**config.mk**
```make
export PLATFORM = sky130hd
export DESIGN_NAME = branch_predictor_flat
export DESIGN_NICKNAME = d
export VERILOG_FILES = /design/src/rtl/branch_predictor_if.sv /design/src/rtl/branch_predictor.sv /design/src/flat_wrapper.sv
export SDC_FILE = /design/constraint.sdc
export NUM_CORES = 2
export LEC_CHECK = 0
export CAP_MARGIN = 40
export CORE_MARGIN = 8
export CORE_UTILIZATION = 55
export DETAILED_ROUTE_END_ITERATION = 8
export GPL_ROUTABILITY_DRIVEN = 0
export PLACE_DENSITY = 0.8
export REMOVE_ABC_BUFFERS = 1
export SETUP_SLACK_MARGIN = 0.2
export SYNTH_ARGS = -nofsm -noshare
export SYNTH_HDL_FRONTEND = slang
export SYNTH_SLANG_ARGS = --single-unit
```
**constraint.sdc**
```tcl
create_clock -name clk -period 3.98 [get_ports clk]
set_input_delay 0.597 -clock clk [delete_from_list [all_inputs] [get_ports clk]]
set_output_delay 0.597 -clock clk [all_outputs]
set_load 0.02 [all_outputs]
```
**src/rtl/branch_predictor_if.sv**
```systemverilog
`default_nettype none
// ============================================================================
//  Module   : branch_predictor_if
//  Purpose  : Bundles the fetch-side prediction lookup and the EX-side
//             resolution/update signals of the branch predictor.
//  Ports    : fetch   - pcF in; predtakenF, predtargetF, predidxF out
//             resolve - upd_* and clear in; mispredictE, redirect_pc out
//             stats   - br_cnt, mp_cnt out
//  Modports : master = pipeline side, slave = predictor side
//  Revision : 1.0 - initial release
// ============================================================================
interface branch_predictor_if #(
  parameter int ADDR_W  = 32,
  parameter int ENTRIES = 16
);
  localparam int IDX_W = $clog2(ENTRIES);

  // Fetch lookup
  logic [ADDR_W-1:0] pcF;
  logic              predtakenF;
  logic [ADDR_W-1:0] predtargetF;
  logic [IDX_W-1:0]  predidxF;

  // Resolution / update from EX
  logic              upd_valid;
  logic [ADDR_W-1:0] upd_pc;
  logic [IDX_W-1:0]  upd_idx;
  logic              upd_taken;
  logic              upd_jump;
  logic [ADDR_W-1:0] upd_target;
  logic              upd_predtaken;
  logic [ADDR_W-1:0] upd_predtarget;
  logic              clear;
  logic              mispredictE;
  logic [ADDR_W-1:0] redirect_pc;

  // Statistics
  logic [31:0]       br_cnt;
  logic [31:0]       mp_cnt;

  modport master (
    output pcF, upd_valid, upd_pc, upd_idx, upd_taken, upd_jump,
           upd_target, upd_predtaken, upd_predtarget, clear,
    input  predtakenF, predtargetF, predidxF, mispredictE, redirect_pc,
           br_cnt, mp_cnt
  );

  modport slave (
    input  pcF, upd_valid, upd_pc, upd_idx, upd_taken, upd_jump,
           upd_target, upd_predtaken, upd_predtarget, clear,
    output predtakenF, predtargetF, predidxF, mispredictE, redirect_pc,
           br_cnt, mp_cnt
  );
endinterface
`default_nettype wire

```
**src/rtl/branch_predictor.sv**
```systemverilog
`default_nettype none
// ============================================================================
//  Module   : branch_predictor
//  Purpose  : Bimodal (MODE=0) or gshare (MODE=1) branch predictor with a
//             direct-mapped tagged BTB, 2-bit saturating counters and
//             resolved-branch / mispredict statistics.
//  Ports    : clk   - clock, rising edge
//             reset - asynchronous, active-low
//             bp    - branch_predictor_if.slave (fetch, update, stats)
//  Revision : 1.0 - initial release
// ============================================================================
module branch_predictor #(
  parameter int ADDR_W  = 32,
  parameter int ENTRIES = 16,
  parameter int MODE    = 0,
  parameter int GHR_W   = 4
) (
  input  wire logic         clk,
  input  wire logic         reset,
  branch_predictor_if.slave bp
);
  localparam int                IDX_W       = $clog2(ENTRIES);
  localparam int                TAG_W       = ADDR_W - 2 - IDX_W;
  localparam logic [1:0]        C_CNT_INIT  = 2'b01;
  localparam logic [1:0]        C_CNT_MAX   = 2'b11;
  localparam logic [1:0]        C_CNT_MIN   = 2'b00;
  localparam logic [ADDR_W-1:0] C_WORD_MASK = ~ADDR_W'(3);
  localparam logic [ADDR_W-1:0] C_PC_STEP   = ADDR_W'(4);

  // Table state
  logic [1:0]        cnt_q    [ENTRIES];
  logic [1:0]        cnt_d    [ENTRIES];
  logic [ENTRIES-1:0] valid_q, valid_d;
  logic [TAG_W-1:0]  tag_q    [ENTRIES];
  logic [TAG_W-1:0]  tag_d    [ENTRIES];
  logic [ADDR_W-1:0] target_q [ENTRIES];
  logic [ADDR_W-1:0] target_d [ENTRIES];
  logic [31:0]       br_cnt_q, br_cnt_d;
  logic [31:0]       mp_cnt_q, mp_cnt_d;

  logic [IDX_W-1:0]  w_ghr_idx;

  // Low two PC bits never influence lookup, tags or fall-through targets.
  logic [ADDR_W-1:0] w_pc_f_word, w_pc_u_word;
  logic [IDX_W-1:0]  w_bidx, w_pidx, w_u_bidx;
  logic [TAG_W-1:0]  w_f_tag, w_u_tag;
  logic              w_f_hit, w_mispredict;

  // --------------------------------------------------------------------------
  // Fetch lookup: purely combinational from current state, so a same-cycle
  // update is not visible until after the edge.
  // --------------------------------------------------------------------------
  assign w_pc_f_word = bp.pcF & C_WORD_MASK;
  assign w_bidx      = w_pc_f_word[IDX_W+1:2];
  assign w_f_tag     = w_pc_f_word[ADDR_W-1:IDX_W+2];
  assign w_pidx      = w_bidx ^ w_ghr_idx;
  assign w_f_hit     = valid_q[w_bidx] && (tag_q[w_bidx] == w_f_tag) && cnt_q[w_pidx][1];

  assign bp.predtakenF  = w_f_hit;
  assign bp.predtargetF = w_f_hit ? target_q[w_bidx] : w_pc_f_word + C_PC_STEP;
  assign bp.predidxF    = w_pidx;

  // --------------------------------------------------------------------------
  // Resolution
  // --------------------------------------------------------------------------
  assign w_pc_u_word  = bp.upd_pc & C_WORD_MASK;
  assign w_u_bidx     = w_pc_u_word[IDX_W+1:2];
  assign w_u_tag      = w_pc_u_word[ADDR_W-1:IDX_W+2];
  assign w_mispredict = bp.upd_valid &&
                        ((bp.upd_taken != bp.upd_predtaken) ||
                         (bp.upd_taken && (bp.upd_target != bp.upd_predtarget)));

  assign bp.mispredictE = w_mispredict;
  assign bp.redirect_pc = bp.upd_taken ? bp.upd_target : w_pc_u_word + C_PC_STEP;
  assign bp.br_cnt      = br_cnt_q;
  assign bp.mp_cnt      = mp_cnt_q;

  // --------------------------------------------------------------------------
  // Global history: only exists in gshare mode, folded into the counter index.
  // --------------------------------------------------------------------------
  generate
    if (MODE == 1) begin : g_gshare
      logic [GHR_W-1:0] ghr_q, ghr_d;

      always_comb begin
        ghr_d = ghr_q;
        if (bp.clear) begin
          ghr_d = '0;
        end else if (bp.upd_valid) begin
          // Shift in the resolved outcome; the oldest bit falls off the top.
          ghr_d = GHR_W'({ghr_q, bp.upd_taken});
        end
      end

      always_ff @(posedge clk or negedge reset) begin
        if (!reset) ghr_q <= '0;
        else        ghr_q <= ghr_d;
      end

      assign w_ghr_idx = IDX_W'(ghr_q);
    end else begin : g_bimodal
      assign w_ghr_idx = '0;
    end
  endgenerate

  // --------------------------------------------------------------------------
  // Table next state. Clear wins over an update, but statistics still count.
  // --------------------------------------------------------------------------
  always_comb begin
    cnt_d    = cnt_q;
    valid_d  = valid_q;
    tag_d    = tag_q;
    target_d = target_q;
    br_cnt_d = br_cnt_q + {31'd0, bp.upd_valid};
    mp_cnt_d = mp_cnt_q + {31'd0, w_mispredict};

    if (bp.clear) begin
      valid_d = '0;
      for (int i = 0; i < ENTRIES; i++) cnt_d[i] = C_CNT_INIT;
    end else if (bp.upd_valid) begin
      if (bp.upd_jump) begin
        cnt_d[bp.upd_idx] = C_CNT_MAX;
      end else if (bp.upd_taken) begin
        if (cnt_q[bp.upd_idx] != C_CNT_MAX) cnt_d[bp.upd_idx] = cnt_q[bp.upd_idx] + 2'd1;
      end else begin
        if (cnt_q[bp.upd_idx] != C_CNT_MIN) cnt_d[bp.upd_idx] = cnt_q[bp.upd_idx] - 2'd1;
      end

      // Only taken outcomes allocate; the new tag simply evicts any alias.
      if (bp.upd_taken) begin
        valid_d[w_u_bidx]  = 1'b1;
        tag_d[w_u_bidx]    = w_u_tag;
        target_d[w_u_bidx] = bp.upd_target;
      end
    end
  end

  always_ff @(posedge clk or negedge reset) begin
    if (!reset) begin
      valid_q  <= '0;
      br_cnt_q <= '0;
      mp_cnt_q <= '0;
      for (int i = 0; i < ENTRIES; i++) begin
        cnt_q[i]    <= C_CNT_INIT;
        tag_q[i]    <= '0;
        target_q[i] <= '0;
      end
    end else begin
      valid_q  <= valid_d;
      br_cnt_q <= br_cnt_d;
      mp_cnt_q <= mp_cnt_d;
      cnt_q    <= cnt_d;
      tag_q    <= tag_d;
      target_q <= target_d;
    end
  end

endmodule
`default_nettype wire

```
**src/flat_wrapper.sv**
```systemverilog
// flat-port wrapper written by rule: the top's interface ports become plain ports
module branch_predictor_flat 
#(
  parameter int ADDR_W  = 32,
  parameter int ENTRIES = 16,
  parameter int MODE    = 0,
  parameter int GHR_W   = 4
)
  (clk, reset, bp_pcF, bp_upd_valid, bp_upd_pc, bp_upd_idx, bp_upd_taken, bp_upd_jump, bp_upd_target, bp_upd_predtaken, bp_upd_predtarget, bp_clear, bp_predtakenF, bp_predtargetF, bp_predidxF, bp_mispredictE, bp_redirect_pc, bp_br_cnt, bp_mp_cnt);
  branch_predictor_if #(.ADDR_W(ADDR_W), .ENTRIES(ENTRIES)) bp_i ();
  input  wire logic clk;
  input  wire logic reset;
  input wire logic [$bits(bp_i.pcF)-1:0] bp_pcF;
  input wire logic [$bits(bp_i.upd_valid)-1:0] bp_upd_valid;
  input wire logic [$bits(bp_i.upd_pc)-1:0] bp_upd_pc;
  input wire logic [$bits(bp_i.upd_idx)-1:0] bp_upd_idx;
  input wire logic [$bits(bp_i.upd_taken)-1:0] bp_upd_taken;
  input wire logic [$bits(bp_i.upd_jump)-1:0] bp_upd_jump;
  input wire logic [$bits(bp_i.upd_target)-1:0] bp_upd_target;
  input wire logic [$bits(bp_i.upd_predtaken)-1:0] bp_upd_predtaken;
  input wire logic [$bits(bp_i.upd_predtarget)-1:0] bp_upd_predtarget;
  input wire logic [$bits(bp_i.clear)-1:0] bp_clear;
  output wire logic [$bits(bp_i.predtakenF)-1:0] bp_predtakenF;
  output wire logic [$bits(bp_i.predtargetF)-1:0] bp_predtargetF;
  output wire logic [$bits(bp_i.predidxF)-1:0] bp_predidxF;
  output wire logic [$bits(bp_i.mispredictE)-1:0] bp_mispredictE;
  output wire logic [$bits(bp_i.redirect_pc)-1:0] bp_redirect_pc;
  output wire logic [$bits(bp_i.br_cnt)-1:0] bp_br_cnt;
  output wire logic [$bits(bp_i.mp_cnt)-1:0] bp_mp_cnt;
  assign bp_i.pcF = bp_pcF;
  assign bp_i.upd_valid = bp_upd_valid;
  assign bp_i.upd_pc = bp_upd_pc;
  assign bp_i.upd_idx = bp_upd_idx;
  assign bp_i.upd_taken = bp_upd_taken;
  assign bp_i.upd_jump = bp_upd_jump;
  assign bp_i.upd_target = bp_upd_target;
  assign bp_i.upd_predtaken = bp_upd_predtaken;
  assign bp_i.upd_predtarget = bp_upd_predtarget;
  assign bp_i.clear = bp_clear;
  assign bp_predtakenF = bp_i.predtakenF;
  assign bp_predtargetF = bp_i.predtargetF;
  assign bp_predidxF = bp_i.predidxF;
  assign bp_mispredictE = bp_i.mispredictE;
  assign bp_redirect_pc = bp_i.redirect_pc;
  assign bp_br_cnt = bp_i.br_cnt;
  assign bp_mp_cnt = bp_i.mp_cnt;
  branch_predictor #(.ADDR_W(ADDR_W), .ENTRIES(ENTRIES), .MODE(MODE), .GHR_W(GHR_W)) u_core (.clk(clk), .reset(reset), .bp(bp_i));
endmodule
```
# After elaboration in Yosys (flattened, before gate mapping)

Index checks and enable logic that the tools add are counted.

Flip-flop bits (word level): 1,040
Input port bits: 139
Output and inout port bits: 134

$add $sub $neg: 6
$lt $le $gt $ge: 8
Equal/unequal tests: 5
Muxes and demuxes: 37
Bitwise logic cells: 6
Reductions and logical operators: 15

Operators with widths:

| kind                                                       | count |
|---|---|
| bitwise mux 512 bit                                        | 1 |
| bitwise mux 416 bit                                        | 1 |
| two-way mux 32 bit                                         | 11 |
| binary-select mux 32 bit (select 4 bit)                    | 1 |
| demux 32 bit (select 4 bit)                                | 1 |
| binary-select mux 26 bit (select 4 bit)                    | 1 |
| demux 26 bit (select 4 bit)                                | 1 |
| two-way mux 26 bit                                         | 3 |
| adder 32 x 1 -> 32 bit                                     | 2 |
| adder 32 x 3 -> 32 bit, second input constant              | 2 |
| bitwise mux 32 bit                                         | 2 |
| two-way mux 16 bit                                         | 3 |
| inequality test 32 bit                                     | 1 |
| OR 32 bit                                                  | 1 |
| equality test 26 bit                                       | 1 |
| binary-select mux 2 bit (select 4 bit)                     | 2 |
| OR 16 bit                                                  | 1 |
| >= comparator 5 bit, second input constant                 | 3 |
| inverter 4 -> 5 bit                                        | 3 |
| less-than comparator 4 x 5 -> 1 bit, second input constant | 2 |
| less-than comparator 5 x 1 -> 1 bit, second input constant | 2 |
| two-way mux 2 bit                                          | 5 |
| demux 2 bit (select 4 bit)                                 | 1 |
| logical AND 1 bit                                          | 7 |
| other kinds (15)                                           | 19 |

# Longest topological paths before layout

Word-level depth: 11
Gate-level depth with buffers: 14

# Worst setup path after synthesis

No wires, ideal clock.

Path type: input-to-reg
Start point: input port bp_upd_idx[0]
End point: register u_core.cnt_q[0] (netlist bit)
Data arrival time: 3,847 ps
Data required time: 3,891 ps
Path slack: 44 ps
Stages: 12
Path buffers: 4
Path through: clkbuf_1 > clkbuf_1 > mux4_2 > mux4_2 > ha_1 > mux2i_1 > o21ai_0 > and2_1 > clkbuf_1 > nor3_1 > clkbuf_1 > a21oi_1

Cells in the longest elaborated chain, start to end: 11
Elaborated cells on any way between the ends: 25
Those cells by class: add/sub: 2; order compare: 2; eq/ne: 2; mux: 13; bitwise: 2; reduce/logical: 4

RTL lines:

| what                                                                                | RTL line                                                                  | text |
|---|---|---|
| start, declared                                                                     | flat_wrapper.sv:16                                                        | `input wire logic [$bits(bp_i.upd_idx)-1:0] bp_upd_idx;` |
| inverter 4 -> 5 bit (implied by the code) *                                         | branch_predictor.sv:122, branch_predictor.sv:124, branch_predictor.sv:126 |  |
| binary-select mux 2 bit (select 4 bit) (tied with other cells)                      | branch_predictor.sv:124, branch_predictor.sv:126                          |  |
| two-way mux 2 bit (implied by the code) / logical AND 1 bit (equally long branches) | branch_predictor.sv:124, branch_predictor.sv:126, branch_predictor.sv:122 |  |
| two-way mux 2 bit, on equally long branches                                         | branch_predictor.sv:124, branch_predictor.sv:126, branch_predictor.sv:122 |  |
| subtractor 2 x 1 -> 2 bit (tied with other cells)                                   | branch_predictor.sv:126                                                   | `if (cnt_q[bp.upd_idx] != C_CNT_MIN) cnt_d[bp.upd_idx] = cnt_q[bp.upd_idx] - 2'd1;` |
| bitwise mux 32 bit, on equally long branches                                        | branch_predictor.sv:126, branch_predictor.sv:124                          |  |
| two-way mux 32 bit, on equally long branches                                        | branch_predictor.sv:126, branch_predictor.sv:124                          |  |
| two-way mux 32 bit                                                                  | branch_predictor.sv:123                                                   | `end else if (bp.upd_taken) begin` |
| two-way mux 32 bit                                                                  | branch_predictor.sv:121                                                   | `if (bp.upd_jump) begin` |
| two-way mux 32 bit                                                                  | branch_predictor.sv:120                                                   | `end else if (bp.upd_valid) begin` |
| two-way mux 32 bit                                                                  | branch_predictor.sv:117                                                   | `if (bp.clear) begin` |
| end signal, assigned                                                                | branch_predictor.sv:152                                                   | `cnt_q <= cnt_d;` |
| end, declared                                                                       | branch_predictor.sv:31                                                    | `logic [1:0] cnt_q [ENTRIES];` |

Mark *: on every way between the ends. The rest lies on a longest branch, timed or not. The select of a mux whose other input is x is not followed.
A chain may end at the register's enable or synchronous reset.

# Final worst setup path

Start point: register u_core.tag_q[182] (netlist bit)
End point: output port bp_predtargetF[27]

Cells in the longest elaborated chain, start to end: 7

RTL lines:

| what                                                   | RTL line                | text |
|---|---|---|
| start, declared                                        | branch_predictor.sv:34  | `logic [TAG_W-1:0] tag_q [ENTRIES];` |
| start signal, assigned                                 | branch_predictor.sv:153 | `tag_q <= tag_d;` |
| binary-select mux 26 bit (select 4 bit)                | branch_predictor.sv:57  | `assign w_f_hit = valid_q[w_bidx] && (tag_q[w_bidx] == w_f_tag) && cnt_q[w_pidx][1];` |
| two-way mux 26 bit (implied by the code) (2 in series) | branch_predictor.sv:57  |  |
| equality test 26 bit                                   | branch_predictor.sv:57  |  |
| logical AND 1 bit (2 in series)                        | branch_predictor.sv:57  |  |
| two-way mux 32 bit                                     | branch_predictor.sv:60  | `assign bp.predtargetF = w_f_hit ? target_q[w_bidx] : w_pc_f_word + C_PC_STEP;` |
| end, declared                                          | flat_wrapper.sv:24      | `output wire logic [$bits(bp_i.predtargetF)-1:0] bp_predtargetF;` |

Every way passes these cells. The select of a mux whose other input is x is not followed.

==> impl_metrics.toml <==
[detailed_routing]
vias = 33185
drtPass1Iterations = 5
vias_per_cell = 6.411
ant_nets = 0
postRouteWirelength_mm = 152.5
wl_per_cell_um = 29.46
drt-initial-drc-count = 3029
drcViolationCount = 0

[power_and_ir_drop]
clock_power_share = 0.372
leakage_uw = 0.02884
p_sw_frac = 0.2561
p_comb_frac = 0.163
p_int_uw = 20240
seq_power_share = 0.465
ir_drop_mv = 0.3703
switchingPower_uw = 6970
power.density_nw_per_um2 = 445.2

[final_layout]
nFillCells = 6127
drive_gt1_frac = 0.4384
area_growth_pct = 20.48
design_area_um2 = 61130
nets = 4053

[clock_tree]
numCtsBuffers = 106
htreeDepth = 3
cts-root-buf = "clkbuf_16"
clkTransAtPathRegs_ns = 0.06
cts_buffer_depth = 3
worstSkewPairLatency_ns = 0.68
hold_buffers = 0
cts_tree = "built"
cts_num_sinks = 1040

[floorplan]
die-area_um2 = 102200
die_w_um = 319.7
fp-row-count = 111
start_util = 0.5544
core_area_um2 = 91520
ios = 273
die_h_um = 319.7

[global_routing]
first_global_vias = 34866
grt_start_max_net_pins = 88
gr-total-overflow = 0
grtUsageTotal = 0.2946
grt_antenna_before_repair = 12
grt_pass1_wl_mm = 228.3

[sta]
slew_headroom = 0.3771
rsz0062_at_grt = "yes"
layout_min_cycle_time_ns = 4.458
fin_hold_ws_ns = 0.01492
setup_ws_ns = -0.4777
drv_slew = 0
min_period_over_period = 1.120
worst_pin_slew_ns = 0.9343
setup_viol = 31
skew_ns = 0.007669
hold_viol_final = 0
fmax_ghz = 0.2243

[synth]
async_reset_ff_frac = 1.000
yosys_register_bits = 1040
ys_types = 76
synth_top_family_by_area = "multiplexers"
ys.flop_type = "dfrtp_1"
seq_area_frac_synth = 0.5133
synthMuxAreaShare = 0.3564
synth_compound_area_frac = 0.02323
ys_warn_count = 0
synth-xor-area-share = 0.02932
syn_area_um2 = 50740
synth_edf_count = 0
synth_adder_area_share = 0.002713
yosys.area_share.simple = 0.04086
synth_cells = 3459
syn_avg_cell_area_um2 = 14.67

[setup_path]
startpoint_type = "flip-flop"
arrival_ns = 3.86
r2r_end = "u_core.cnt_q[14]"
critPathKind = "reg -> out"
cp_max_fo = 7
reg2reg_slack_ns = 1.08
cp.required_ns = 3.38
worstReg2RegStart = "u_core.cnt_q[29]"
r2r_cells = 9
endpoint_kind = "output port"

[run_status]
violations = "setup timing"
status = "complete, but fails checks"

[flow_run]
cap_violations = 0

[placement]
portBuffers = 268
dp_hpwl_mm = 102.7
placed_cell_area_um2 = 57210

[min_path]
hp-class = "in -> async"
-- flip-flops by register name (all words and copies together) (netlist names) --
| register | count |
|---|---|
| u_core.bp.br_cnt | 32 |
| u_core.bp.mp_cnt | 32 |
| u_core.cnt_q | 32 |
| u_core.tag_q | 416 |
| u_core.target_q | 512 |
| u_core.valid_q | 16 |
-- power by group through the flow --
stage | combinational (µW) | clock [µW] | sequential, µW
6_report | 4440 | 10100 | 12700
5_1_grt | 4700 | 10700 | 12800
4_1_cts | 4420 | 10200 | 12600
3_5_place_dp | 4360 | 0 | 12800
3_3_place_gp | 4230 | 0 | 12700
2_1_floorplan | 2370 | 0 | 12600
-- how the worst max path moves through the flow --
stage                       from                  to  cells past startpoint
2_1_floorplan          bp_pcF[5]  bp_predtargetF[10]                      7
3_3_place_gp           bp_pcF[2]   bp_predtargetF[4]                     12
3_5_place_dp           bp_pcF[2]   bp_predtargetF[4]                     13
4_1_cts        u_core.tag_q[182]  bp_predtargetF[27]                     11
5_1_grt        u_core.tag_q[182]  bp_predtargetF[27]                     11
6_report       u_core.tag_q[182]  bp_predtargetF[27]                     11
-- final cells by class --
class	instances	area, µm²	area share
diodes	3	7.507	0.0001228
clock buffers	160	3128	0.05117
clock inverters	32	435.4	0.007123
inverters	27	105.1	0.001719
multi-input cells	2061	23280	0.3808
flip-flops and latches	1040	26050	0.4261
well taps	1186	1484	0.02428
repair buffers	667	6645	0.1087
-- cell usage after synthesis, types with 11 or more instances --
| cell type | n | area share |
|---|---|---|
| mux4_2 | 82 | 0.036 |
| o21ai_0 | 72 | 0.0071 |
| nor2_1 | 95 | 0.0070 |
| mux4_1 | 168 | 0.087 |
| ha_1 | 11 | 0.0027 |
| buf_1 | 52 | 0.0038 |
| nand4_1 | 30 | 0.0037 |
| a22oi_1 | 19 | 0.0028 |
| buf_6 | 19 | 0.0042 |
| a22o_1 | 17 | 0.0029 |
| dfrtp_1 | 1024 | 0.51 |
| nor4_1 | 11 | 0.0014 |
| mux4_4 | 12 | 0.0059 |
| buf_4 | 13 | 0.0019 |
| mux2_4 | 30 | 0.0089 |
| nand3_1 | 62 | 0.0061 |
| dfstp_2 | 16 | 0.0083 |
| nand2_1 | 107 | 0.0079 |
| xor2_1 | 74 | 0.013 |
| nand2b_1 | 15 | 0.0018 |
| clkbuf_8 | 11 | 0.0030 |
| xnor2_1 | 94 | 0.016 |
| buf_2 | 24 | 0.0024 |
| mux2i_1 | 60 | 0.012 |
| nor3_1 | 20 | 0.0020 |
| clkbuf_1 | 208 | 0.015 |
| a21oi_1 | 33 | 0.0033 |
| and3_1 | 19 | 0.0023 |
| mux2_2 | 930 | 0.21 |
| inv_1 | 24 | 0.0018 |
-- placed cells by master (no fill, tap or decap), drive strengths merged, types with 15 or more instances in the layout --
| cell | count |
|---|---|
| o21ai | 72 |
| mux2 | 960 |
| dfrtp | 1024 |
| mux2i | 60 |
| nand4 | 31 |
| nand2 | 107 |
| nand3 | 62 |
| nor3 | 21 |
| inv | 26 |
| a22oi | 19 |
| a21oi | 33 |
| dfstp | 16 |
| xor2 | 74 |
| mux4 | 262 |
| clkbuf | 162 |
| xnor2 | 95 |
| nor2 | 95 |
| nand2b | 15 |
| a22o | 17 |
| and3 | 20 |
| buf | 446 |
| clkinv | 21 |
| clkdlybuf4s50 | 199 |
-- kinds of logic after synthesis --
logic type | count (synthesis)
compound gates | 186
xor+xnor | 169
fa+ha+maj | 11
buf+inv | 358
flops | 1040
mux | 1282
simple gates | 413
-- routing by layer --
layer  part of all wire  GRT usage
met5            0.00058          0
met4              0.042     0.1105
met3               0.11    0.09352
met2               0.45     0.4530
met1               0.40     0.3935
-- repair_timing --
| action | CTS | global route |
|---|---|---|
| gates cloned | 2 | 0 |
| buffers inserted | 9 | 1 |
| setup endpoints to repair | 49 | 41 |
| pin swaps | 8 | 5 |
| gates resized for setup | 243 | 21 |
-- through the flow --
| step | setup TNS, ns | total power, µW | utilization | instances | setup slack [ns] |
|---|---|---|---|---|---|
| 2_1_floorplan | -190.45 | 14970 | - | 3128 | -0.5583 |
| 3_3_place_gp | -29.41 | 16940 | 0.6250 | 4968 | -0.7815 |
| 3_5_place_dp | -27.53 | 17160 | 0.6251 | 4969 | -0.8195 |
| 4_1_cts | -12.91 | 27260 | 0.6667 | 5172 | -0.4657 |
| 5_1_grt | -14.71 | 28140 | 0.6678 | 5173 | -0.5212 |
| 6_report | -12.99 | 27210 | 0.6679 | 5176 | -0.4777 |
-- critical path, cell delays in order, from the launching register on --
cell      delay (ns)
dfrtp_1         0.41
mux4_2          0.48
mux4_2          0.51
xnor2_2         0.14
buf_4           0.15
and4b_2         0.23
and4bb_1        0.27
nand4_4         0.12
buf_12          0.19
buf_12          0.15
mux2_4          0.35
buf_6           0.15
Power figures use the tool's default switching activity.
